===== src/rtl/led_matrix_pwm_scanner.sv =====
// RGB LED matrix scanner: double-buffered grey-level frame store driving a serial
// row shift chain (3*ROWS bits) and one-hot column drivers with BCM-free PWM slices.
module led_matrix_pwm_scanner #(
  parameter int unsigned ROWS    = 8,
  parameter int unsigned COLS    = 8,
  parameter int unsigned BPC     = 2,
  parameter int unsigned CLK_DIV = 2,
  parameter int unsigned DWELL   = 256
) (
  input  logic                    clk,
  input  logic                    reset,
  input  logic                    wr_en,
  input  logic [$clog2(COLS)-1:0] wr_col,
  input  logic [$clog2(ROWS)-1:0] wr_row,
  input  logic [BPC-1:0]          wr_r,
  input  logic [BPC-1:0]          wr_g,
  input  logic [BPC-1:0]          wr_b,
  input  logic                    swap_req,
  output logic                    swap_ack,
  output logic                    frame_start,
  output logic [$clog2(COLS)-1:0] col_num,
  output logic                    reset_out,
  output logic                    OE,
  output logic                    SH_CP,
  output logic                    ST_CP,
  output logic                    DS,
  output logic [COLS-1:0]         col_select
);

  localparam int unsigned CW      = $clog2(COLS);
  localparam int unsigned RW      = $clog2(ROWS);
  localparam int unsigned PW      = 3 * BPC;
  localparam int unsigned NS      = (1 << BPC) - 1;
  localparam int unsigned CNT_MAX = (DWELL > 2 * CLK_DIV) ? DWELL : 2 * CLK_DIV;
  localparam int unsigned NW      = $clog2(CNT_MAX + 1);

  localparam logic [CW:0] COL_LIM = COLS[CW:0];
  localparam logic [RW:0] ROW_LIM = ROWS[RW:0];

  localparam logic [1:0] CLEAR   = 2'd0;
  localparam logic [1:0] SHIFT   = 2'd1;
  localparam logic [1:0] LATCH   = 2'd2;
  localparam logic [1:0] DISPLAY = 2'd3;

  logic [1:0]     state, state_n;
  logic [NW-1:0]  cnt, cnt_n;
  logic [CW-1:0]  col, col_n;
  logic [BPC-1:0] slice, slice_n;
  logic [1:0]     ch, ch_n;
  logic [RW-1:0]  row, row_n;
  logic           front, front_n;
  logic           back;
  logic           disp_valid, disp_valid_n;
  logic           swap_pending, swap_pending_n;
  logic           frame_end;
  logic           wr_ok;
  logic [PW-1:0]  pix;
  logic [BPC-1:0] level;

  logic                    swap_ack_n, frame_start_n, reset_out_n;
  logic                    oe_n, sh_cp_n, st_cp_n, ds_n;
  logic [COLS-1:0]         col_select_n;

  logic [PW-1:0] mem [2][COLS][ROWS];

  assign back    = ~front;
  assign col_num = col;
  assign wr_ok   = ({1'b0, wr_col} < COL_LIM) && ({1'b0, wr_row} < ROW_LIM);

  // Pixel store: writes always target the bank that is back before this edge
  always_ff @(posedge clk) begin
    if (wr_en && wr_ok) begin
      mem[back][wr_col][wr_row] <= {wr_r, wr_g, wr_b};
    end
  end

  always_ff @(posedge clk or posedge reset) begin
    if (reset) begin
      state        <= CLEAR;
      cnt          <= '0;
      col          <= '0;
      slice        <= '0;
      ch           <= '0;
      row          <= '0;
      front        <= 1'b0;
      disp_valid   <= 1'b0;
      swap_pending <= 1'b0;
      swap_ack     <= 1'b0;
      frame_start  <= 1'b0;
      reset_out    <= 1'b0;
      OE           <= 1'b1;
      SH_CP        <= 1'b0;
      ST_CP        <= 1'b0;
      DS           <= 1'b0;
      col_select   <= '0;
    end else begin
      state        <= state_n;
      cnt          <= cnt_n;
      col          <= col_n;
      slice        <= slice_n;
      ch           <= ch_n;
      row          <= row_n;
      front        <= front_n;
      disp_valid   <= disp_valid_n;
      swap_pending <= swap_pending_n;
      swap_ack     <= swap_ack_n;
      frame_start  <= frame_start_n;
      reset_out    <= reset_out_n;
      OE           <= oe_n;
      SH_CP        <= sh_cp_n;
      ST_CP        <= st_cp_n;
      DS           <= ds_n;
      col_select   <= col_select_n;
    end
  end

  // Next state, swap bookkeeping, and pin values derived from the next state
  always_comb begin
    state_n   = state;
    cnt_n     = cnt + NW'(1);
    col_n     = col;
    slice_n   = slice;
    ch_n      = ch;
    row_n     = row;
    frame_end = 1'b0;

    case (state)
      CLEAR: begin
        if (cnt == NW'(CLK_DIV - 1)) begin
          state_n = SHIFT;
          cnt_n   = '0;
          col_n   = '0;
          slice_n = '0;
          ch_n    = '0;
          row_n   = RW'(ROWS - 1);
        end
      end
      SHIFT: begin
        if (cnt == NW'(2 * CLK_DIV - 1)) begin
          cnt_n = '0;
          if (row == '0) begin
            if (ch == 2'd2) begin
              state_n = LATCH;
            end else begin
              ch_n  = ch + 2'd1;
              row_n = RW'(ROWS - 1);
            end
          end else begin
            row_n = row - RW'(1);
          end
        end
      end
      LATCH: begin
        if (cnt == NW'(CLK_DIV - 1)) begin
          state_n = DISPLAY;
          cnt_n   = '0;
        end
      end
      default: begin
        if (cnt == NW'(DWELL - 1)) begin
          state_n = SHIFT;
          cnt_n   = '0;
          ch_n    = '0;
          row_n   = RW'(ROWS - 1);
          if (slice == BPC'(NS - 1)) begin
            slice_n = '0;
            if (col == CW'(COLS - 1)) begin
              col_n     = '0;
              frame_end = 1'b1;
            end else begin
              col_n = col + CW'(1);
            end
          end else begin
            slice_n = slice + BPC'(1);
          end
        end
      end
    endcase

    front_n        = front;
    disp_valid_n   = disp_valid;
    swap_pending_n = swap_pending | swap_req;
    swap_ack_n     = 1'b0;
    if (frame_end && swap_pending_n) begin
      front_n        = ~front;
      disp_valid_n   = 1'b1;
      swap_pending_n = 1'b0;
      swap_ack_n     = 1'b1;
    end

    // A write on the swap edge lands in the new front bank; forward it to the first bit
    pix = mem[front_n][col_n][row_n];
    if (wr_en && wr_ok && (back == front_n) && (wr_col == col_n) && (wr_row == row_n)) begin
      pix = {wr_r, wr_g, wr_b};
    end
    case (ch_n)
      2'd0:    level = pix[PW-1 -: BPC];
      2'd1:    level = pix[2*BPC-1 -: BPC];
      default: level = pix[BPC-1:0];
    endcase

    reset_out_n   = (state_n != CLEAR);
    oe_n          = (state_n != DISPLAY);
    sh_cp_n       = (state_n == SHIFT) && (cnt_n >= NW'(CLK_DIV));
    st_cp_n       = (state_n == LATCH);
    ds_n          = (state_n == SHIFT) && disp_valid_n && (level > slice_n);
    col_select_n  = (state_n == DISPLAY) ? (COLS'(1) << col_n) : '0;
    frame_start_n = (state_n == SHIFT) && (state != SHIFT) && (col_n == '0) && (slice_n == '0);
  end

endmodule

===== config.mk =====
export PLATFORM = sky130hd
export DESIGN_NAME = led_matrix_pwm_scanner
export DESIGN_NICKNAME = d
export VERILOG_FILES = /design/src/rtl/led_matrix_pwm_scanner.sv
export SDC_FILE = /design/constraint.sdc
export NUM_CORES = 1
export LEC_CHECK = 0
export ABC_AREA = 1
export CORE_ASPECT_RATIO = 0.9
export CORE_MARGIN = 5
export CORE_UTILIZATION = 60
export CTS_BUF_LIST = sky130_fd_sc_hd__clkbuf_4 sky130_fd_sc_hd__clkbuf_8 sky130_fd_sc_hd__clkbuf_16
export CTS_CLUSTER_DIAMETER = 150
export DETAILED_ROUTE_END_ITERATION = 8
export HOLD_SLACK_MARGIN = 0.05
export PLACE_DENSITY_LB_ADDON = 0.05
export SETUP_SLACK_MARGIN = 0.3
export SLEW_MARGIN = 20
export SYNTH_ARGS = -nofsm -noshare
export SYNTH_HDL_FRONTEND = slang
export SYNTH_SLANG_ARGS = --single-unit

===== constraint.sdc =====
create_clock -name clk -period 5.68 [get_ports clk]
set_clock_uncertainty 0.15 [all_clocks]
set_input_delay 1.136 -clock clk [delete_from_list [all_inputs] [get_ports clk]]
set_output_delay 1.136 -clock clk [all_outputs]
set_load 0.03 [all_outputs]

# Yosys cells after proc, flatten, opt, wreduce, memory -nomap -nowiden
# Memory sizes are Yosys's and may differ from the RTL's.
# Cells that the tools add are included.
[word_totals]
ff_bits = 39
latch_bits = 0
ram_bits = 768
romBits = 0
input_bits = 16
out_inout_bits = 18
word_cells = 131
memories = 1
[classes]
n_addsub = 5
n_mul = 0
div = 0
n_lt_le_gt_ge = 8
n_eq_ne = 17
n_shift = 1
n_mux = 55
n_bitwise = 6
reduce_logical = 21
[memory_table]
columns = ["memory", "words", "word_bits", "read_ports", "rd_clocked_by_memory_dff", "wr", "line", "rtl"]
rows = [
  ["mem", 2, 384, 1, 0, 1, "64", "logic [PW-1:0] mem [2][COLS][ROWS];"],
]
[op_table]
columns = ["op", "count"]
rows = [
  ["2-to-1 mux 384 bit", 1],
  ["binary-select mux 48 bit (select 3 bit)", 1],
  ["demux 48 bit (select 3 bit)", 1],
  ["2-to-1 mux 48 bit", 3],
  ["2-to-1 mux 2 bit", 14],
  ["2-to-1 mux 3 bit", 9],
  ["2-to-1 mux 9 bit", 3],
  ["2-to-1 mux 6 bit", 4],
  ["binary-select mux 6 bit (select 3 bit)", 1],
  ["demux 6 bit (select 3 bit)", 1],
  ["one-hot mux 9 bit (2 select lines)", 1],
  [">= comparator 4 bit, second input constant", 4],
  ["inverter 3 -> 4 bit", 4],
  ["logical AND 1 bit", 12],
  ["one-hot mux 2 bit (3 select lines)", 2],
  ["equality test 2 bit, second input constant", 5],
  ["adder 9 x 1 -> 9 bit, second input constant", 1],
  ["equality test 9 x 1 -> 1 bit, second input constant", 1],
  ["equality test 9 x 2 -> 1 bit, second input constant", 1],
  ["equality test 9 x 8 -> 1 bit, second input constant", 1],
  [">= comparator 9 x 2 -> 1 bit, second input constant", 1],
  ["2-to-1 mux 1 bit", 9],
  ["one-hot mux 3 bit (3 select lines)", 1],
  ["less-than comparator 4 x 1 -> 1 bit, second input constant", 2],
  ["other kinds (21)", 30],
]

# Longest topological paths before layout
# An unclocked memory read counts as a cell.
[logic_depth]
ltp_word = 18
mapped_depth = 35
ltp_nobuf = 33

# Worst setup path before layout
# OpenSTA, ideal clock, no wires.
[synth_path]
path_type = "register to register"
start = "register cnt[0]"
end = "register DS"
setup_ps = 125
t_arrival_ps = 3746
t_required_ps = 5405
path_slack_ps = 1659
stages_incl_launch_ff = 31
path_buffers = 3
period_less_slack_ps = 4021
path_cell_list = "dfrtp_1 > ha_1 > nand2_1 > nor2_1 > inv_1 > nor2_1 > inv_1 > nor3_1 > inv_1 > nor2_1 > ha_1 > nand3_2 > o211ai_2 > a21boi_1 > buf_4 > buf_6 > buf_4 > nand2_1 > nand2_1 > nand2_1 > nand3_1 > nand3_1 > nand3_1 > nand3_1 > nand3_1 > nand2_1 > nand2_1 > nor2_1 > ha_1 > a21oi_1 > a2111oi_0"
[synth_between]
elab_chain_len = 16
elab_cells_between_ends = 50
cone_classes = "1 x order compare; 8 x eq/ne; 31 x mux; 2 x bitwise; 7 x reduce/logical; 1 x memory"
[synth_lines]
columns = ["item", "line", "rtl"]
rows = [
  ["start: declaration", "46", "logic [NW-1:0] cnt, cnt_n;"],
  ["start signal: assignment", "98", "cnt <= cnt_n;"],
  ["equality test 9 x 8 -> 1 bit", "160", "if (cnt == NW'(DWELL - 1)) begin"],
  ["2-to-1 mux 1 bit", "160", ""],
  ["2-to-1 mux 1 bit", "127", "case (state)"],
  ["logical AND 1 bit", "184", "if (frame_end && swap_pending_n) begin"],
  ["2-to-1 mux 1 bit", "184", ""],
  ["memory (2 x 384 bit)", "-", ""],
  ["binary-select mux 48 bit (select 3 bit)", "192", "pix = mem[front_n][col_n][row_n];"],
  ["2-to-1 mux 48 bit (not written as such) (2 in series)", "192", ""],
  ["binary-select mux 6 bit (select 3 bit)", "192", ""],
  ["2-to-1 mux 6 bit (not written as such) (2 in series)", "192", ""],
  ["2-to-1 mux 6 bit", "193", "if (wr_en && wr_ok && (back == front_n) && (wr_col == col_n) && (wr_row == row_n)) begin"],
  ["one-hot mux 2 bit (2 select lines)", "196", "case (ch_n)"],
  ["> comparator 2 bit", "206", "ds_n = (state_n == SHIFT) && disp_valid_n && (level > slice_n);"],
  ["logical AND 1 bit *", "206", ""],
  ["net ds_n", "61", "logic oe_n, sh_cp_n, st_cp_n, ds_n;"],
  ["end signal: assignment", "112", "DS <= ds_n;"],
  ["end: declaration", "26", "output logic DS,"],
]
# The timed path passes the listed nets; every way through them passes the cells marked *. The select of a mux whose other input is x is not followed.

# Worst setup path after layout
# Same ends and word-level chain as after synthesis.

==> impl_metrics.tcl <==
set metrics [dict create \
    cp-start-kind "flip-flop" \
    fin_cells 4274 \
    dp_cells 4101 \
    slew_headroom_pct 21.9 \
    route.final.wire_length_mm 95.5 \
    slowest_delay_ns 0.41 \
    dieArea_um2 63900 \
    drcViolationCount 0 \
    insertion_delay_ns 0.62 \
    ys_types 45 \
    synth_seq_cells 807 \
    cts_buffers 82 \
    grt_pass1_wl_mm 144 \
    wl_per_cell_um 22.3 \
    synth_seq_area_share_pct 68.0 \
    place_congestion 0.941 \
    hpwl_mm 56.5 \
    die_w_um 266 \
    fin_setup_tns_ns 0 \
    maxSlewViolCount 0 \
    r2r_end "DS" \
    grt_max_degree 96 \
    drive_gt1_share_pct 8.06 \
    status "finished clean" \
    grt_antenna_before_repair 3 \
    postSynth.asyncResetShare_pct 4.83 \
    hold_viol 0 \
    grt_overflow_total 0 \
    hold_end "disp_valid" \
    syn_to_final_growth_pct 11.8 \
    cts-root-buf "clkbuf_16" \
    cp.required_ns 6.03 \
    grt_use_met3_pct 6.02 \
    period_share_pct 90.1 \
    setup_violations 0 \
    die_y_um 240 \
    clk_pin_slew_worst_paths_ns 0.06 \
    start_util_pct 60.5 \
    critPathKind "reg -> reg" \
    power_density_nw_per_um2 308 \
    holdPathStages 2 \
    worst_path_max_delay_cell "dfrtp_2" \
    timing.rr.start "cnt[0]" \
    clock_sinks 807 \
    yosysWarnings 0 \
    post-route-min-period_ns 5.12 \
    p_leak_uw 0.0153 \
    drv_cap 0 \
    grt_pass1_vias 23831 \
    port_buffers 33 \
    cp_num_buf_inv 6 \
    end_kind "flip-flop" \
    synth_area_um2 35400 \
    grt_usage_pct 29.3 \
    r2r_slack_ns 0.56 \
    io_pins 34 \
    avgViaCountPerCell 5.85 \
    cp_data_arrival_time_ns 5.47 \
    cts_tree "yes" \
    synth_edf_count 768 \
    crit_family "simple AND/OR/NAND/NOR gates" \
    met1_usage_pct 42.9 \
    holdCritStartpoint "disp_valid" \
    max_freq_mhz 195 \
    synth_top_flop_cell "edfxtp_1" \
    hold_path_class "reg -> reg" \
    ir_drop_mv 0.296 \
    ant_nets 0 \
    tightest_slew_ns 1.16 \
    syn_nets 3452 \
    core_um2 58400 \
    route.vias.total 25024 \
    htree_levels 3 \
    nNetsFinal 3468 \
    cts_buffer_depth 3 \
    ctsHoldBuffers 0 \
    grt-busiest-layer "met2" \
    first_iter_violations 3114 \
    rr_worst_depth 33 \
    globalRouteMet2Util_pct 45.3 \
    critPathLaunch "cnt[0]" \
    rsz0062_at_grt "false" \
    rows 84 \
    syn_inst 3419 \
    cpMostUsedCell "nand2_1" \
    dr.pass1.iters 5 \
    syn_avg_cell_area_um2 10.3 \
    cp_max_fo 47 \
]
[routing by layer]
| layer | vias to the layer above | share of wire, % | routed length [um] |
|---|---|---|---|
| li1 | 11523 | - | - |
| met2 | 1332 | 45 | 43000 |
| met3 | 183 | 11 | 10200 |
| met4 | 0 | 3.0 | 2850 |
| met5 | - | 0 | 0 |
| met1 | 11986 | 41 | 39400 |
[stage by stage]
stage	util (%)	power [uW]	hold WS, ns	setup WS [ns]	area (um^2)
finish	67.7	12200	0.329	0.564	39600
global route	67.7	12500	0.362	0.275	39600
CTS	67.0	12200	0.309	0.300	39100
detailed placement	62.3	6850	0.297	0.322	36400
global placement	62.3	6840	0.290	0.382	36400
floorplan	-	6690	0.262	1.66	35400
[cell families after synthesis]
logic type	after synthesis	synth area share, %
adders and majority gates	17	0.601
AOI/OAI and AO/OA	393	5.69
and+or+nand+nor	1703	19.7
buffers and inverters	497	5.96
xor gates and xnor gates	2	0.0495
DFF	807	68.0
[cell type report]
class / instances / area [um^2]
Timing Repair Buffer: 117 / 1240
Antenna cell: 2 / 5.00
Clock buffer: 103 / 2260
Fill cell: 4449 / 18900
Tap cell: 774 / 968
Multi-Input combinational cell: 2118 / 9420
Clock inverter: 44 / 453
Inverter: 309 / 1160
Sequential cell: 807 / 24000
[worst max path at each step]
stage	end	slack (ns)	cells past startpoint
2_1_floorplan	DS	1.66	30
3_3_place_gp	DS	0.38	31
3_5_place_dp	DS	0.32	31
4_1_cts	DS	0.30	31
5_1_grt	DS	0.27	33
6_report	DS	0.56	33
[registers in the layout (all words and copies together) (netlist names)]
name,count
col_num,3
DS,1
col_select,8
frame_start,1
OE,1
row,3
front,1
swap_pending,1
SH_CP,1
swap_ack,1
ST_CP,1
ch,2
mem,768
disp_valid,1
slice,2
state,2
cnt,9
reset_out,1
[cells in the mapped netlist, types with 8 or more instances]
library cell    n  area [um^2]
nor4_1          8         50.1
nand3_1       219         1100
clkbuf_1       54          203
a21oi_1        11         55.1
inv_1         296         1110
nor3_1        124          621
o21ai_0       206         1030
nor2_1        359         1350
buf_2          83          415
nand4_1        16          100
buf_4          28          210
inv_2           9         33.8
nand2_1       945         3550
ha_1           17          213
edfxtp_1      768        23100
or2_2          11         68.8
dfrtp_1        38          951
buf_1          16         60.1
o21ai_1       160          801
[report_power, final]
group	leakage, uW	internal, uW	switching (uW)
sequential	0.00741	6530	4.18
combinational	0.00652	20.2	168
clock	0.00135	3230	2240
total	0.0153	9780	2410
[worst reg2reg max path: cells and delay by family, from the launching register on]
| family | cells | cell delay, ns |
|---|---|---|
| and+or+nand+nor | 21 | 2.49 |
| adders and majority gates | 3 | 0.72 |
| buffers and inverters | 6 | 0.71 |
| AOI/OAI and AO/OA | 3 | 0.52 |
| DFF | 1 | 0.41 |
[timing repair]
action,in CTS,in global routing
gates resized for setup,0,34
buffers inserted,0,17
setup endpoints to repair,0,1
endpoints found under the hold margin,0,0
[layout by cell type, fill, tap and decap left out, drive strengths merged, types with 2 or more instances in the layout]
master         synthesis  final
nand2                952    955
edfxtp               768    768
o21ai                367    367
nor2                 363    363
inv                  305    307
nand3                220    220
nor3                 124    124
clkbuf                57    107
buf                  131     86
dfrtp                 38     38
clkinv                 4     32
clkdlybuf4s50          0     27
or2                   19     19
ha                    17     17
nand4                 16     16
a21oi                 11     11
bufinv                 0      9
nor4                   8      8
clkinvlp               0      5
o211ai                 3      3
diode                  0      2
o21bai                 2      2
a31oi                  2      2
xor2                   2      2
a21boi                 2      2
(Power assumes the default switching activity.)
